File: config.mk
export PLATFORM = sky130hd
export DESIGN_NAME = case_seq_monitor
export DESIGN_NICKNAME = d
export VERILOG_FILES = /design/src/rtl/case_seq_monitor.sv
export SDC_FILE = /design/constraint.sdc
export NUM_CORES = 1
export LEC_CHECK = 0
export ABC_AREA = 0
export CAP_MARGIN = 25
export CORE_MARGIN = 2
export CORE_UTILIZATION = 54
export CTS_CLUSTER_SIZE = 30
export DETAILED_ROUTE_END_ITERATION = 16
export HOLD_SLACK_MARGIN = 0.05
export PLACE_DENSITY = 0.83
export SLEW_MARGIN = 10
export SYNTH_ARGS = -nofsm -noshare
export SYNTH_HDL_FRONTEND = slang
export SYNTH_SLANG_ARGS = --single-unit
File: constraint.sdc
create_clock -name clk -period 2.98 [get_ports clk]
set_clock_uncertainty 0.15 [all_clocks]
set_input_delay 0.298 -clock clk [delete_from_list [all_inputs] [get_ports clk]]
set_output_delay 0.298 -clock clk [all_outputs]
set_load 0.02 [all_outputs]
File: src/rtl/case_seq_monitor.sv
// case_seq_monitor
// Watches a decoded code stream and checks that it steps through 0, 1, .. LAST.
// Each code must be seen on HOLD valid samples before the next one is accepted.
// Any error ends the run and records its cause.
// Ports:
//   clk        - single clock, rising edge
//   reset      - synchronous, active-high; forces IDLE and clears all outputs
//   start      - begins a run when not busy
//   in_valid   - qualifies in_value
//   in_value   - code from the upstream decode stage
//   busy       - a run is in progress
//   pass       - sticky: full sequence seen
//   fail       - sticky: run aborted
//   err_code   - 0 none, 1 unexpected value, 2 timeout, 3 early change
//   err_value  - in_value at the failing cycle (0 for a timeout)
//   expected   - code currently awaited
module case_seq_monitor #(
   parameter int unsigned WIDTH   = 4,
   parameter int unsigned HOLD    = 2,
   parameter int unsigned LAST    = 2,
   parameter int unsigned TIMEOUT = 16
) (
   input  logic             clk,
   input  logic             reset,
   input  logic             start,
   input  logic             in_valid,
   input  logic [WIDTH-1:0] in_value,
   output logic             busy,
   output logic             pass,
   output logic             fail,
   output logic [1:0]       err_code,
   output logic [WIDTH-1:0] err_value,
   output logic [WIDTH-1:0] expected
);

   localparam logic [3:0]       HoldCnt    = 4'(HOLD);
   localparam logic [7:0]       TimeoutCnt = 8'(TIMEOUT);
   localparam logic [WIDTH-1:0] LastCode   = WIDTH'(LAST);

   localparam logic [1:0] ErrNone       = 2'd0;
   localparam logic [1:0] ErrUnexpected = 2'd1;
   localparam logic [1:0] ErrTimeout    = 2'd2;
   localparam logic [1:0] ErrEarly      = 2'd3;

   typedef enum logic [1:0] {StIdle, StWait, StHold, StDone} state_e;

   state_e     r_state;
   logic [3:0] r_hold_cnt;
   logic [7:0] r_tmo_cnt;

   logic       w_match;
   logic       w_prev;
   logic       w_code_done;
   logic [3:0] w_hold_inc;
   logic [7:0] w_tmo_inc;

   always_comb begin
      w_match    = in_valid && (in_value == expected);
      // The previous code may still be on the bus right after a hand-over.
      w_prev     = in_valid && (expected != '0) && (in_value == expected - WIDTH'(1));
      w_hold_inc = r_hold_cnt + 4'd1;
      w_tmo_inc  = r_tmo_cnt + 8'd1;
      // A code completes on its HOLD-th matching sample; with HOLD==1 that is
      // the first match, seen while still in WAIT.
      w_code_done = 1'b0;
      if (r_state == StWait && w_match && HoldCnt == 4'd1) begin
         w_code_done = 1'b1;
      end else if (r_state == StHold && w_match && w_hold_inc == HoldCnt) begin
         w_code_done = 1'b1;
      end
   end

   always_ff @(posedge clk) begin
      if (reset) begin
         r_state    <= StIdle;
         r_hold_cnt <= '0;
         r_tmo_cnt  <= '0;
         busy       <= 1'b0;
         pass       <= 1'b0;
         fail       <= 1'b0;
         err_code   <= ErrNone;
         err_value  <= '0;
         expected   <= '0;
      end else begin
         unique case (r_state)
            StIdle, StDone: begin
               if (start) begin
                  r_state    <= StWait;
                  r_hold_cnt <= '0;
                  r_tmo_cnt  <= '0;
                  busy       <= 1'b1;
                  pass       <= 1'b0;
                  fail       <= 1'b0;
                  err_code   <= ErrNone;
                  err_value  <= '0;
                  expected   <= '0;
               end
            end
            StWait, StHold: begin
               // Completion is checked first so a match always beats the timeout.
               if (w_code_done) begin
                  r_hold_cnt <= '0;
                  r_tmo_cnt  <= '0;
                  if (expected == LastCode) begin
                     r_state <= StDone;
                     busy    <= 1'b0;
                     pass    <= 1'b1;
                  end else begin
                     r_state  <= StWait;
                     expected <= expected + WIDTH'(1);
                  end
               end else if (r_state == StWait) begin
                  if (w_match) begin
                     r_state    <= StHold;
                     r_hold_cnt <= 4'd1;
                  end else if (in_valid && !w_prev) begin
                     r_state   <= StDone;
                     busy      <= 1'b0;
                     fail      <= 1'b1;
                     err_code  <= ErrUnexpected;
                     err_value <= in_value;
                  end else if (w_tmo_inc >= TimeoutCnt) begin
                     r_state   <= StDone;
                     busy      <= 1'b0;
                     fail      <= 1'b1;
                     err_code  <= ErrTimeout;
                     err_value <= '0;
                  end else begin
                     r_tmo_cnt <= w_tmo_inc;
                  end
               end else if (in_valid) begin
                  // In HOLD: a bubble freezes the count, a new value aborts.
                  if (w_match) begin
                     r_hold_cnt <= w_hold_inc;
                  end else begin
                     r_state   <= StDone;
                     busy      <= 1'b0;
                     fail      <= 1'b1;
                     err_code  <= ErrEarly;
                     err_value <= in_value;
                  end
               end
            end
            default: r_state <= StIdle;
         endcase
      end
   end

endmodule

Word level (Yosys, flattened, before mapping):

Index checks and enable logic that the tools add are counted.

* add/subtract/negate cells: 4
* magnitude comparators: 1
* equality and inequality tests: 25
* multiplexer cells: 65
* reductions and logical operators: 18

Operator list (count)
* 2-to-1 mux 4 bit: 15
* 2-to-1 mux 8 bit: 6
* 2-to-1 mux 2 bit: 15
* case mux 4 bit (2 select lines): 3
* inequality test 3 bit (second input constant): 7
* 2-to-1 mux 1 bit: 20
* case mux 8 bit (2 select lines): 1
* AND reduction 5 bit: 3
* inequality test 2 bit (second input constant): 6
* inequality test 4 bit (second input constant): 3
* AND reduction 3 bit: 3
* adder 4 x 1 -> 4 bit (second input constant): 2
* adder 8 x 1 -> 8 bit (second input constant): 1
* equality test 4 x 2 -> 1 bit (second input constant): 2
* equality test 4 bit: 2
* greater-or-equal comparator 8 x 5 -> 1 bit (second input constant): 1
* case mux 2 bit (2 select lines): 2
* logical AND 1 bit: 6
* inequality test 6 bit (second input constant): 1
* case mux 1 bit (2 select lines): 3
* inequality test 5 bit (second input constant): 1
* equality test 2 bit (second input constant): 2
* AND reduction 4 bit: 1
* nonzero test 4 bit: 1
* other kinds (5): 6

* bits in registers: 27
* bits of input ports: 8
* output and inout port bits: 13
* logic and storage cells: 122

Longest topological paths before layout:

Gate-level depths: netlist of the first run.

* word-level depth: 10
* depth in mapped cells: 9
* mapped depth without buffers: 8

Worst setup path after synthesis of the first run:

No wires, ideal clock.

* kind: register to register
* start: register expected[0]
* end: register r_tmo_cnt[2]
* library setup time: 0.059 ns
* data arrival time: 2.397 ns
* data required time: 2.771 ns
* slack: 0.374 ns
* stages on the path, launching flop included: 9
* path buffers: 0
* clock period less this slack: 2.606 ns
* cells stage by stage: dfxtp_1 -> inv_1 -> ha_1 -> xnor2_1 -> a211oi_2 -> a41oi_2 -> o21ba_4 -> or4b_1 -> nand2_1

* cells in the longest elaborated chain, start to end: 7
* elaborated cells on any way between the ends: 19
* classes of those cells: 1 x add/sub; 6 x eq/ne; 3 x mux; 9 x reduce/logical

Ends and longest elaborated chain
* start: declaration: line 33 `output logic [WIDTH-1:0] expected`
* start signal: assignment: line 110 `expected <= expected + WIDTH'(1);`
* subtractor 4 x 1 -> 4 bit, or another cell as far along: line 60 `w_prev = in_valid && (expected != '0) && (in_value == expected - WIDTH'(1));`
* equality test 4 bit, or another cell as far along: line 60
* logical AND 1 bit (on tied branches): line 60, 68
* zero test 1 bit or logical AND 1 bit (tied branches): line 116, 68
* logical AND 1 bit or 2-to-1 mux 1 bit (tied branches): line 116, 68
* inequality test 3 bit (no line) or 2-to-1 mux 8 bit (tied branches)
* AND reduction 5 bit (no line) or case mux 8 bit (2 select lines) (tied branches)
* end signal: assignment: line 129 `r_tmo_cnt <= w_tmo_inc;`
* end: declaration: line 49 `logic [7:0] r_tmo_cnt;`

Several ways; a longest one is shown, not always the timed one.
A chain may end at the register's enable or synchronous reset.

Worst setup path in the final report of the first run:

* start: register expected[0]
* end: register r_state[0]

* cells in the longest elaborated chain, start to end: 10
* elaborated cells on any way between the ends: 21
* classes of those cells: 1 x add/sub; 5 x eq/ne; 6 x mux; 9 x reduce/logical

Ends and longest elaborated chain
* subtractor 4 x 1 -> 4 bit or nonzero test 4 bit (tied branches): line 60
* equality test 4 bit or logical AND 1 bit (tied branches): line 60
* logical AND 1 bit: line 60
* zero test 1 bit: line 116 `end else if (in_valid && !w_prev) begin`
* logical AND 1 bit: line 116
* 2-to-1 mux 2 bit: line 116
* 2-to-1 mux 2 bit: line 113 `if (w_match) begin`
* 2-to-1 mux 2 bit: line 112 `end else if (r_state == StWait) begin`
* 2-to-1 mux 2 bit: line 101 `if (w_code_done) begin`
* case mux 2 bit (2 select lines): line 85 `unique case (r_state)`
* end signal: assignment: line 88 `r_state <= StWait;`
* end signal: assignment: line 105 `r_state <= StDone;`
* end signal: assignment: line 114 `r_state <= StHold;`
* end: declaration: line 47 `state_e r_state;`

Several ways; a longest one is shown, not always the timed one.

==> impl_results.md, run 1 <==
* Reg2reg path depth at 8
* Drt total wl at roughly 3600 um
* Netlist Area Pre-Place at 1582 um2
* Synth area leader: dfxtp_1
* Post-synth EDFFs at 0
* Worst relative slew slack at 61.49%
* Crit path largest cell delay at 530 ps
* Slowest CP cell: dfxtp_1
* Sw Share at 41.01%
* Main area contributors after synthesis: dfxtp_1 (34%), ha_1 (7.1%), nor2_1 (3.6%)
* GPL Wtd Cong at between 0.8 and 0.9
* Ant. Diodes at 0
* Sequential share of power at between 30 and 40%
* Met2 Use GR at approximately 39%
* Met3 Use GR at under 10%
* Ys flop type: dfxtp_1
* Worst path top cell family by delay: compound AO/OA/AOI/OAI gates
* Asr flop ratio synth at 0%
* Resize count post-CTS at 0
* Mapped Avg Cell Area at 8.690 um2
* Detailed Place HPWL at around 2700 um
* Power Density at about 650 nW/um2
* Sequential area share after synthesis at 34.18%
* All-Layer GR Usage at 23.00%
* Die Wd at ~58 um
* Outcome: finished clean
* Clk slew on worst S/H paths at 140 ps
* Slew @ Worst Pin at 574.9 ps
* Most common cell after layout, fill and taps aside: dfxtp_1
* CTS Sinks at 27
* Net Switching at 494.6 uW
* Worst VDD drop at 0.5737 mV
* YS warnings at 0
* Setup Fix Bufs, Post-CTS at 0
* Core area at 2758 um2
* Drt drc at 0
* Synth unique cells at 51
* P_int at 711.4 uW
* Leakage at 0.6727 nW
* Cell breakdown of the critical path: inv_1, ha_1, xnor2_1, a211oi_2, a41oi_2, o31ai_1, nor2_1, a211oi_1
* Worst setup path class: reg2reg
* CP max FO at 7
* CTS max path bufs at 2
* Via count at roughly 1,500
* First-pass GRT wire length at ~6000 um
* Fin crit period at 2769 ps
* Initial antenna violation count at 0
* Clock latency on the worst-skew pair at 330 ps
* Final setup fails at 0
* GRT Max-Usage Layer: met2
* Largest net degree at the start of global routing at 27
* CTS H-Tree Depth at 1
* Die Area at between 3000 and 4000 um2
* Number of CTS-inserted buffers at 3
* Synth top area share at 34.18%
* Initial DRC count at 76
* Syn Inst Count at 182
* CP endpoint kind: register
* Post-synthesis register bit count at 27
* Crit start category: register
* Initial Utilization at between 50% and 60%
* Final TNS setup at 0 ps
* Die height at 58.12 um
* Wire length per cell at 15.47 um
* Root buf cell: clkbuf_4
* Final hold viol count at 0
* Drt first pass iters at 5
* RSZ-0062 raised after global routing: false
* Fill cells at 215
* Worst path depth at 8
* Antenna Nets Post-Route at 0
* Most frequent cells in the layout: dfxtp_1 (27), clkdlybuf4s50_1 (20), nor2_1 (15), a21oi_1 (11)
* Data required, critical path at a little over 3000 ps
* Routing usage on met1 at a little under a third
* Fin nets at about 220
* Clk pwr share at 13.3%
* Hold_ws at 312.5 ps
* Boundary pin count at 21
* CTS Hold Buffers Added at 0
* Syn_nets at 199
* Fmax at 361.2 MHz
* Vias in the first global route at 1,290
* Worst min-delay path class: reg2reg
* FP Rows at 19
* Share of layout cells above drive strength 1 at 7.882%
* Final Max Slew Viols at 0
* GRT overflow at 0
* Area delta synth->final at 16.46%
* CTS tree: done
* Crit path buf inv count at 1
* Final period util at approximately 93%
* DR vias/cell at 6.393
* Port Buf Inserts at 20
* Hold Crit Depth at 2
* Comb pwr share at 49.6%
* Crit path DAT at ~2900 ps
* Number of max-cap violations at 0
[through the flow]
stage          worst slack (ps)  utilization [%]  instances  power [mW]  area, um2
4_1_cts                   232.9            66.79        234       1.206       1842
6_report                  211.4            66.79        234       1.206       1842
5_1_grt                   41.00            66.79        234       1.289       1842
3_3_place_gp              410.9            65.83        230       1.033       1815
2_1_floorplan             374.0                -        182      0.8706       1582
3_5_place_dp              255.2            65.83        230       1.048       1815
[worst register-to-register path: stages, from the launching register on]
cell and delay (ps):
dfxtp_1 530, inv_1 130, ha_1 340, xnor2_1 140, a211oi_2 310, a41oi_2 260, o31ai_1 500, nor2_1 100
a211oi_1 230
[power by group through the flow]
| stage | logic, mW | registers, mW | clock network, mW |
|---|---|---|---|
| after floorplan | 0.382 | 0.488 | 0 |
| final | 0.598 | 0.448 | 0.160 |
| after global placement | 0.582 | 0.451 | 0 |
| after CTS | 0.595 | 0.447 | 0.164 |
| after detailed placement | 0.594 | 0.454 | 0 |
| after global routing | 0.656 | 0.454 | 0.179 |
[worst paths after layout]
path	slack [ps]	to	startpoint
max	210	r_state[0]$_SDFFE_PP0P_	expected[0]$_SDFFE_PP0P_
min	310	fail$_SDFFE_PP0P_	fail$_SDFFE_PP0P_
max reg2reg	210	r_state[0]$_SDFFE_PP0P_	expected[0]$_SDFFE_PP0P_
min reg2reg	310	fail$_SDFFE_PP0P_	fail$_SDFFE_PP0P_
[cell type report]
cell class,instances,area [um2],area share (%)
Tap cell,31,38.79,2.106
Clock buffer,4,26.28,1.427
Multi-Input combinational cell,140,983.4,53.40
Timing Repair Buffer,22,215.2,11.68
Sequential cell,27,540.5,29.35
Inverter,10,37.54,2.038
[synth_stat cells, types with 3 or more instances]
library cell  count
a211oi_1          3
a21oi_1          11
a22oi_1           4
a31oi_1           3
and3_1            3
clkbuf_1          3
dfxtp_1          27
ha_1              9
inv_1            10
nand2_1           8
nand2b_1          6
nand3_1          10
nand4_1           3
nor2_1           15
nor3_1           10
nor3b_1           4
o21ai_0           7
o31ai_1           3
xnor2_1           3
xor2_1            4
[cell families after synthesis]
| logic type | synth area share [%] |
|---|---|
| simple gates | 25.63 |
| compound gates | 22.86 |
| flops | 34.18 |
| buf+inv | 3.639 |
| xor+xnor | 5.934 |
| fa+ha+maj | 7.120 |
| mux | 0.6329 |
[sequential cells by signal, summed over array words and instances (netlist names)]
name / flops
busy: 1
err_code: 2
err_value: 4
expected: 4
fail: 1
pass: 1
r_hold_cnt: 4
r_state: 2
r_tmo_cnt: 8
[routing by layer]
layer / share of wire (%) / vias up
met4: 2.3 / 0
met5: 0 / -
met3: 4.4 / 13
met2: 49 / 50
met1: 45 / 720
li1: - / 713
Note: power is estimated with default switching activity, not from simulation.
==> inputs of run 2 (changes only) <==
--- a/config.mk
+++ b/config.mk
@@ -8,11 +8,12 @@
 export ABC_AREA = 0
 export CAP_MARGIN = 25
 export CORE_MARGIN = 2
-export CORE_UTILIZATION = 54
+export CORE_UTILIZATION = 58
 export CTS_CLUSTER_SIZE = 30
 export DETAILED_ROUTE_END_ITERATION = 16
 export HOLD_SLACK_MARGIN = 0.05
-export PLACE_DENSITY = 0.83
+export PLACE_DENSITY = 0.88
+export SKIP_LAST_GASP = 1
 export SLEW_MARGIN = 10
 export SYNTH_ARGS = -nofsm -noshare
 export SYNTH_HDL_FRONTEND = slang
==> constraint.sdc (replaced) <==
create_clock -name clk -period 3.55 [get_ports clk]
set_clock_uncertainty 0.15 [all_clocks]
set_input_delay 0.355 -clock clk [delete_from_list [all_inputs] [get_ports clk]]
set_output_delay 0.355 -clock clk [all_outputs]
set_load 0.02 [all_outputs]
==> impl_results.md, run 2 (synthesized netlist as in run 1, its figures left out) <==
* Crit path DAT at 2930 ps
* Worst VDD drop at 0.4445 mV
* Max reg flops at 8
* P_int at slightly below 600 uW
* Drt first pass iters at 4
* Final period util at between 80% and 90%
* Power Density at 551.7 nW/um2
* First-pass GRT wire length at 5913 um
* Worst setup path class: reg2reg
* Clk slew on worst S/H paths at 160 ps
* Initial DRC count at 36
* Most common cell after layout, fill and taps aside: dfxtp_1
* Initial antenna violation count at 0
* Fin crit period at 2852 ps
* CTS max path bufs at 2
* Fmax at 350.7 MHz
* Sequential share of power at 36.9%
* Detailed Place HPWL at 2650 um
* Final TNS setup at 0 ps
* Drt total wl at 3508 um
* Ant. Diodes at 0
* Clk pwr share at 14.3%
* Leakage at 0.6713 nW
* Clock latency on the worst-skew pair at 330 ps
* Vias in the first global route at 1,402
* Final Max Slew Viols at 0
* RSZ-0062 raised after global routing: false
* Initial Utilization at a little over three fifths
* Die height at 56.22 um
* Boundary pin count at 21
* Fin nets at 220
* GRT overflow at 0
* Core area at 2522 um2
* GPL Wtd Cong at 0.9063
* Worst relative slew slack at 58.88%
* Root buf cell: clkbuf_4
* Final hold viol count at 0
* Die Area at 3161 um2
* Largest net degree at the start of global routing at 27
* Resize count post-CTS at 0
* CTS tree: done
* Fill cells at 188
* CTS Sinks at 27
* CTS H-Tree Depth at 1
* Total power at 1.014 mW
* Hold_ws at 313.6 ps
* Outcome: finished clean
* DR vias/cell at approximately 6.3
* Number of max-cap violations at 0
* Sw Share at 41.83%
* Comb pwr share at 48.7%
* Data required, critical path at ~3600 ps
* Drt drc at 0
* Slew @ Worst Pin at 613.9 ps
* All-Layer GR Usage at 22.64%
* Setup Fix Bufs, Post-CTS at 0
* FP Rows at 18
* Number of CTS-inserted buffers at 3
* Die Wd at between 50 and 60 um
* Most frequent cells in the layout: dfxtp_1 (27), clkdlybuf4s50_1 (20), nor2_1 (15), a21oi_1 (11)
* Port Buf Inserts at 20
* CP max FO at 7
* Wire length per cell at 15.12 um
* Via count at approximately 1,500
* Crit start category: register
* Biggest register: r_tmo_cnt
* CP endpoint kind: register
* Area delta synth->final at 16.22%
* Antenna Nets Post-Route at 0
* Net Switching at approximately 420 uW
* Final setup fails at 0
* Worst min-delay path class: reg2reg
* Share of layout cells above drive strength 1 at just under 8%
* CTS Hold Buffers Added at 0
-- run 2: layer usage --
metal	global-route usage, %	vias up	routed length (um)
li1	-	710	-
met1	28.76	694	1541
met2	38.15	44	1754
met3	3.953	14	142
met4	8.503	0	70
met5	0	-	0
-- run 2: per-stage QoR --
stage	std cells	area [um2]	worst slack, ps	utilization [%]
floorplan	182	1582	944.0	-
global placement	228	1807	875.4	71.63
detailed placement	228	1807	792.9	71.63
CTS	232	1838	748.9	72.87
global route	232	1838	530.4	72.87
finish	232	1838	698.3	72.87
-- run 2: area by class of cell --
class	instances	area (um2)	area share, %
clock inverters	1	8.758	0.4765
well taps	30	37.54	2.042
repair buffers	21	207.7	11.30
multi-input cells	140	983.4	53.51
flip-flops and latches	27	540.5	29.41
clock buffers	3	22.52	1.225
inverters	10	37.54	2.042
-- run 2: critical path, stage by stage (launching register included) --
cell	delay [ps]
dfxtp_1	520
inv_1	130
ha_1	360
xnor2_1	160
a211oi_2	330
a41oi_2	260
o31ai_2	580
nor2b_1	200
nor3_1	50
-- run 2: path summary, 6_finish.rpt --
path,slack [ps],endpoint,depth (start not counted),startpoint
worst max-delay path,700,err_code[0]$_SDFFE_PP0P_,8,expected[0]$_SDFFE_PP0P_
worst min-delay path,310,fail$_SDFFE_PP0P_,2,fail$_SDFFE_PP0P_
worst max register to register,700,err_code[0]$_SDFFE_PP0P_,8,expected[0]$_SDFFE_PP0P_
worst min register to register,310,fail$_SDFFE_PP0P_,2,fail$_SDFFE_PP0P_
-- run 2: power by group through the flow --
stage / Combinational, mW / Sequential [mW] / Clock, mW
floorplan: 0.321 / 0.410 / 0
global placement: 0.477 / 0.378 / 0
detailed placement: 0.486 / 0.381 / 0
CTS: 0.490 / 0.375 / 0.151
global route: 0.537 / 0.380 / 0.160
finish: 0.494 / 0.375 / 0.145
==> inputs of run 3 (changes only) <==
--- a/config.mk
+++ b/config.mk
@@ -8,11 +8,11 @@
 export ABC_AREA = 0
 export CAP_MARGIN = 25
 export CORE_MARGIN = 2
-export CORE_UTILIZATION = 58
+export CORE_UTILIZATION = 54
 export CTS_CLUSTER_SIZE = 30
 export DETAILED_ROUTE_END_ITERATION = 16
 export HOLD_SLACK_MARGIN = 0.05
-export PLACE_DENSITY = 0.88
+export PLACE_DENSITY = 0.83
 export SKIP_LAST_GASP = 1
 export SLEW_MARGIN = 10
 export SYNTH_ARGS = -nofsm -noshare
==> constraint.sdc (replaced) <==
create_clock -name clk -period 2.7 [get_ports clk]
set_clock_uncertainty 0.15 [all_clocks]
set_input_delay 0.27 -clock clk [delete_from_list [all_inputs] [get_ports clk]]
set_output_delay 0.27 -clock clk [all_outputs]
set_load 0.02 [all_outputs]
==> impl_results.md, run 3 (synthesized netlist as in run 1, its figures left out) <==
* Fill cells at around 230
* Root buf cell: clkbuf_4
* Clock latency on the worst-skew pair at around 340 ps
* GRT overflow at 0
* Crit path DAT at around 2700 ps
* Clk slew on worst S/H paths at 160 ps
* Crit start category: register
* Max reg flops at 8
* Power Density at 719.7 nW/um2
* FP Rows at 19
* Final period util at 94.40%
* Final Max Slew Viols at 0
* Via count at 1,472
* CP max FO at 6
* All-Layer GR Usage at 22.92%
* Antenna Nets Post-Route at 0
* Fin nets at 226
* CTS tree: done
* Drt total wl at 3515 um
* CTS H-Tree Depth at 1
* Most frequent cells in the layout: dfxtp_1 (27), clkdlybuf4s50_1 (20), nor2_1 (15), a21oi_1 (11)
* Dpl cells at between 200 and 250
* Initial Utilization at a little under three fifths
* Leakage at 0.6991 nW
* Vias in the first global route at 1,418
* Most common cell after layout, fill and taps aside: dfxtp_1
* Worst relative slew slack at between 60% and 70%
* Port Buf Inserts at 20
* Fin crit period at 2549 ps
* Ant. Diodes at 0
* CTS max path bufs at 2
* Slowest CP cell: or4b_1
* Cell breakdown of the critical path: inv_1, ha_1, xnor2_1, a211oi_2, a41oi_2, o21ba_4, or4b_1, nand2_1
* Initial antenna violation count at 0
* Outcome: finished clean
* Number of CTS-inserted buffers at 3
* Drt first pass iters at 6
* CP endpoint kind: register
* Drt drc at 0
* Setup Fix Bufs, Post-CTS at 0
* Non-filler cells, final at approximately 240
* RSZ-0062 raised after global routing: false
* Initial DRC count at 37
* Final hold viol count at 0
* Biggest register: r_tmo_cnt
* Reg2reg path depth at 8
* Die Area at 3377 um2
* Worst VDD drop at ~0.62 mV
* Wire length per cell at between 10 and 15 um
* GPL Wtd Cong at 0.8658
* Number of max-cap violations at 0
* Area delta synth->final at 19.38%
* Final setup fails at 0
* Data required, critical path at 2850 ps
* Fmax at 392.3 MHz
* Die height at 58.12 um
* Share of layout cells above drive strength 1 at 11.06%
* DR vias/cell at 6.159
* Final TNS setup at 0 ps
* Slew @ Worst Pin at roughly 580 ps
* Boundary pin count at 21
* Largest net degree at the start of global routing at 26
* Die Wd at approximately 58 um
* Crit path largest cell delay at 470 ps
* CTS Sinks at 27
* First-pass GRT wire length at 6016 um
* Detailed Place HPWL at about 2600 um
* Hold Crit Depth at 2
* Worst min-delay path class: reg2reg
* Core area at 2758 um2
* Worst setup path class: reg2reg
-- run 3: final timing paths --
check,startpoint,end,slack (ps)
worst min register to register,fail$_SDFFE_PP0P_,fail$_SDFFE_PP0P_,320
worst max-delay path,expected[0]$_SDFFE_PP0P_,r_tmo_cnt[2]$_SDFFE_PP0P_,150
worst min-delay path,fail$_SDFFE_PP0P_,fail$_SDFFE_PP0P_,320
worst max register to register,expected[0]$_SDFFE_PP0P_,r_tmo_cnt[2]$_SDFFE_PP0P_,150
-- run 3: layout make-up --
type / count / area, um2 / area share, %
multi-input combinational: 140 / 988.4 / 52.35
sequential: 27 / 540.5 / 28.63
timing repair buffer: 27 / 252.7 / 13.39
tap: 31 / 38.79 / 2.054
inverter: 10 / 37.54 / 1.988
clock buffer: 3 / 22.52 / 1.193
clock inverter: 1 / 7.507 / 0.3976
-- run 3: what timing repair did --
| item | CTS | global route |
|---|---|---|
| endpoints found under the setup margin | 0 | 1 |
| gates resized for setup | 0 | 1 |
| hold buffers | 0 | 0 |
-- run 3: per-layer routing --
metal,GRT usage (%),up-vias,part of all wire (%)
met3,4.688,12,4.5
met4,13.62,0,3.1
met2,38.80,47,50
met1,26.56,689,43
li1,-,724,-
met5,0,-,0
-- run 3: stage by stage --
step	setup WS [ps]	hold WS (ps)	power, mW	cell area [um2]	utilization [%]
floorplan	94.04	282.6	0.9609	1582	-
global placement	240.5	284.3	1.160	1853	67.20
detailed placement	133.7	303.9	1.172	1853	67.20
CTS	150.5	326.9	1.353	1883	68.28
global route	59.68	358.6	1.452	1888	68.47
finish	151.1	323.2	1.359	1888	68.47
-- run 3: worst max-delay path, delay by kind of cell, from the launching register on --
kind / cells / cell delay [ps]
compound gates: 3 / 900
simple gates: 2 / 550
flops: 1 / 360
fa+ha+maj: 1 / 330
xor+xnor: 1 / 150
buf+inv: 1 / 70
-- run 3: report_power, final --
part | switching [mW] | leakage [nW] | internal (mW) | total [mW]
registers | 0.0364 | 0.219 | 0.454 | 0.490
clock network | 0.124 | 0.0139 | 0.0568 | 0.181
logic | 0.399 | 0.466 | 0.289 | 0.688
total | 0.559 | 0.699 | 0.799 | 1.36
